--- src/rtl/adapter_to_bus_var.sv ---
// adapter_to_bus_var: buffers wide messages and serialises them as OWIDTH beats with last; ADAPTER_TO_BUS_STATS_EN adds stat_msgs/stat_beats counters
module adapter_to_bus_var #(
  parameter int WIDTH = 128,
  parameter int OWIDTH = 32,
  parameter int DEPTH = 2,
  localparam int BEATS = WIDTH / OWIDTH,
  localparam int LENW = $clog2(BEATS) + 1
) (
  input  logic              CLK,
  input  logic              nRST,
  input  logic              in_enq__ENA,
  output logic              in_enq__RDY,
  input  logic [WIDTH-1:0]  in_enq_v,
  input  logic [LENW-1:0]   in_enq_length,
  output logic              out_enq__ENA,
  input  logic              out_enq__RDY,
  output logic [OWIDTH-1:0] out_enq_v,
  output logic              out_enq_last,
  input  logic              clear__ENA,
  output logic              clear__RDY
`ifdef ADAPTER_TO_BUS_STATS_EN
  ,
  output logic [31:0]       stat_msgs,
  output logic [31:0]       stat_beats
`endif
);
  localparam int PW = DEPTH > 1 ? $clog2(DEPTH) : 1;
  localparam int CW = $clog2(DEPTH + 1);
  localparam int BW = BEATS > 1 ? $clog2(BEATS) : 1;
  if (WIDTH % OWIDTH != 0 || DEPTH < 1) begin : g_bad_params
    $error("adapter_to_bus_var: WIDTH must be a multiple of OWIDTH and DEPTH >= 1");
  end
  logic [WIDTH-1:0]  mem_v [DEPTH];
  logic [LENW-1:0]   mem_n [DEPTH];
  logic [OWIDTH-1:0] lanes [BEATS];
  logic [PW-1:0]     rd, wr;
  logic [CW-1:0]     cnt;
  logic [BW-1:0]     beat;
  logic [LENW-1:0]   len_n;
  logic              busy, push, pop;
  function automatic logic [PW-1:0] inc(input logic [PW-1:0] p);
    return p == PW'(DEPTH - 1) ? '0 : p + PW'(1);
  endfunction
  assign clear__RDY = 1'b1;
  assign busy = cnt != '0;
  assign in_enq__RDY = cnt < CW'(DEPTH);
  assign out_enq__ENA = busy && out_enq__RDY;
  always_comb begin
    for (int i = 0; i < BEATS; i++) lanes[i] = mem_v[rd][i*OWIDTH +: OWIDTH];
  end
  assign out_enq_v = busy ? lanes[beat] : '0;
  assign out_enq_last = busy && LENW'(beat) == mem_n[rd] - LENW'(1);
  assign pop = out_enq__ENA && out_enq_last;
  assign push = in_enq__ENA && in_enq__RDY && !clear__ENA;
  assign len_n = (in_enq_length == '0 || in_enq_length > LENW'(BEATS)) ? LENW'(BEATS) : in_enq_length;
  always_ff @(posedge CLK) begin
    if (push) begin
      mem_v[wr] <= in_enq_v;
      mem_n[wr] <= len_n;
    end
  end
  always_ff @(posedge CLK or negedge nRST) begin
    if (!nRST) begin
      cnt  <= '0;
      rd   <= '0;
      wr   <= '0;
      beat <= '0;
    end else if (clear__ENA) begin
      cnt  <= '0;
      rd   <= '0;
      wr   <= '0;
      beat <= '0;
    end else begin
      if (push) wr <= inc(wr);
      if (pop) rd <= inc(rd);
      if (out_enq__ENA) beat <= out_enq_last ? '0 : beat + BW'(1);
      cnt <= cnt + CW'(push) - CW'(pop);
    end
  end
`ifdef ADAPTER_TO_BUS_STATS_EN
  always_ff @(posedge CLK or negedge nRST) begin
    if (!nRST) begin
      stat_msgs  <= '0;
      stat_beats <= '0;
    end else if (clear__ENA) begin
      stat_msgs  <= '0;
      stat_beats <= '0;
    end else if (out_enq__ENA) begin
      stat_beats <= stat_beats + 32'd1;
      stat_msgs  <= stat_msgs + 32'(out_enq_last);
    end
  end
`endif
endmodule
--- config.mk ---
export PLATFORM = sky130hd
export DESIGN_NAME = adapter_to_bus_var
export DESIGN_NICKNAME = d
export VERILOG_FILES = /design/src/rtl/adapter_to_bus_var.sv
export SDC_FILE = /design/constraint.sdc
export NUM_CORES = 1
export LEC_CHECK = 0
export CELL_PAD_IN_SITES_DETAIL_PLACEMENT = 1
export CELL_PAD_IN_SITES_GLOBAL_PLACEMENT = 1
export CORE_UTILIZATION = 31
export DETAILED_ROUTE_END_ITERATION = 8
export HOLD_SLACK_MARGIN = 0.1
export PLACE_DENSITY_LB_ADDON = 0.1
export SYNTH_ARGS = -nofsm -noshare
export SYNTH_HDL_FRONTEND = slang
export SYNTH_SLANG_ARGS = --single-unit
--- constraint.sdc ---
create_clock -name CLK -period 7.5 [get_ports CLK]
set_clock_uncertainty 0.1 [all_clocks]
set_input_delay 1.125 -clock CLK [delete_from_list [all_inputs] [get_ports CLK]]
set_output_delay 1.125 -clock CLK [all_outputs]
set_load 0.005 [all_outputs]
==> reports/results.ini <==
[synthesis]
yosysUniqueCellTypes = 27
synth_warnings = 0
syn_nets = 606
netlist_area_sq_mm = 0.0104
yosys_register_bits = 268
ys_seq_area_share_pct = 77.4
avgSynthCellArea_sq_um = 22.2
netlist_instances = 466

[critical_path]
worst-path-max-fanout = 36
path_class = flop to output pin
path_delay_family = buffers and inverters
cp-start-kind = flop
crit_path_end_kind = output pin
slowest_stage = dfrtp_4
crit_path_max_incr_delay_ns = 0.96
path_cells = buf_4 > mux4_2 > mux2i_1 > nor2_1 > clkdlybuf4s50_1
crit_arrival_ns = 3.55
required_ns = 6.27
path_buf_inv = 2

[clock_tree]
cts_buffers = 30
cts_buffer_depth = 3
cts_hold_buf = 0
tritoncts = yes
clk_latency_ns = 0.54
root_buffer = clkbuf_16
cts_sinks = 268
clk_pin_slew_ns = 0.06
post_cts_resized = 0
cts_setup_buffers = 0
cts_max_level = 1

[route]
drt_first_pass_iters = 4
post_drt_via_cell_ratio = 4.48
detail_route.wl_per_cell_microns = 20.2
dr.first_iter.drc_count = 314
drc_errors = 0
routed_wl_mm = 22.6
drtAntennaViolNets = 0
vias = 5018

[job]
maxCapViolations = 0

[global_route]
overflow = 0
antenna_found_initial = 1
grt.total_usage_pct = 13.4
grt_first_pass_wirelength_mm = 34.1
grt_pass1_vias = 5797
grt_max_degree = 68

[floorplan]
fp.dieW_microns = 185
initial_core_util_pct = 31.7
core_sq_mm = 0.0327
rows = 66
dieArea_sq_mm = 0.0341
ios = 172
die_y_microns = 185

[power]
cellLeakagePower_nw = 4.20
total_power_mw = 3.38
ir_drop_v = 0.000176
pwr_density_cell_mw_per_mm2 = 250

[finish]
multi_input_area_sq_mm = 0.00221
fill_cells = 3168
most-common-layout-cells = edfxtp_1 (262), clkdlybuf4s50_1 (170), mux4_2 (64)
syn2layout_area_growth_pct = 30.2
num-nets-final = 792
layout-drive-gt1-share_pct = 17.8
post-route-util_pct = 41.3
regArea_sq_mm = 0.00803
final_common_cell = edfxtp_1

[sta]
slew_headroom_pct = 29.1
post-route-period-util_pct = 63.7
tightest_slew_ns = 1.06
hold_violations = 0
clock.fmax_mhz = 209
period_needed_ns = 4.78
setup_viol = 0
rsz0062_at_grt = false
maxSlewViolCount = 0

[placement]
io_buffers = 170
dp_hpwl_mm = 14.2
place.gp.congestion = 0.727

[worst_hold_path]
hp-class = flop to flop

[run_status]
outcome = complete, no violations

==> power breakdown <==
group | total [mW] | internal [mW] | switching [mW]
Sequential | 1.76 | 1.72 | 0.0336
Combinational | 0.286 | 0.164 | 0.121
Clock | 1.33 | 0.792 | 0.542
==> synth_stat cells (all sizes together) <==
master,number,area share (%)
mux2,1,0.11
a221oi,1,0.085
mux2i,36,3.6
inv,7,0.25
nand2,1,0.036
nor2,40,1.4
xor2,1,0.085
nor2b,5,0.30
o21ai,1,0.048
a21oi,1,0.048
dfrtp,6,1.4
mux4,64,14
clkbuf,7,0.25
or2,1,0.060
nand2b,2,0.12
edfxtp,262,76
buf,16,0.94
a211oi,1,0.073
xnor2,6,0.51
nor4,2,0.18
ha,4,0.48
conb,1,0.036
==> metrics by stage <==
stage               instances  setup TNS [ns]  hold WS (ns)  setup slack, ns  cell area (sq um)
floorplan                 466          -22.14         0.432          -0.0845              10400
global placement         1062               0         0.508             3.14              12600
detailed placement       1062               0         0.520             3.15              12600
CTS                      1118               0         0.544             2.54              13500
global route             1118               0         0.572             2.39              13500
finish                   1119               0         0.542             2.72              13500
==> worst register-to-register path, delay by kind of cell, from the launching register on <==
family	cells	cell delay (ns)
buffers and inverters	1	0.75
flip-flops	1	0.45
AND/OR/NAND/NOR	3	1.37
==> layout make-up <==
| type | instances | area share [%] |
|---|---|---|
| sequential | 268 | 59.5 |
| multi-input combinational | 168 | 16.4 |
| timing repair buffer | 177 | 13.0 |
| clock buffer | 45 | 6.44 |
| tap | 442 | 4.10 |
| clock inverter | 11 | 0.352 |
| inverter | 7 | 0.195 |
| antenna | 1 | 0.0185 |
==> path summary, 6_finish.rpt <==
path | startpoint | cells after the start | slack (ns) | endpoint
min in group asynchronous | nRST | 1 | 0.75 | cnt[0]
worst max register to register | cnt[1] | 4 | 4.40 | mem_v[0][112]
worst min-delay path | wr | 2 | 0.54 | wr
worst max-delay path | rd | 5 | 2.72 | out_enq_v[0]
max in group asynchronous | nRST | 1 | 6.28 | rd
worst min register to register | wr | 2 | 0.54 | wr
==> per-layer routing <==
layer	track usage, %	wire (microns)	vias up	part of all wire (%)
met3	3.34	1260	31	5.6
met1	17.5	9810	2573	44
met4	3.44	372	2	1.6
met5	0	12	-	0.053
li1	-	-	2281	-
met2	22.5	11100	131	49
==> flip-flops by register name, summed over array words and instances, names as in the netlist <==
register and cells:
beat 2, cnt 2, mem_n 6, mem_v 256, rd 1, wr 1
==> logic make-up after synthesis <==
group                      count (synthesis)  synth area share [%]
DFF                                      268                  77.4
muxes                                    101                  17.6
and+or+nand+nor                           51                  2.15
buffers and inverters                     30                  1.45
xor gates and xnor gates                   7                 0.592
adders and majority gates                  4                 0.483
AOI/OAI and AO/OA                          4                 0.254
other                                      1                0.0362
No activity file was read; power rests on OpenSTA's default activity.
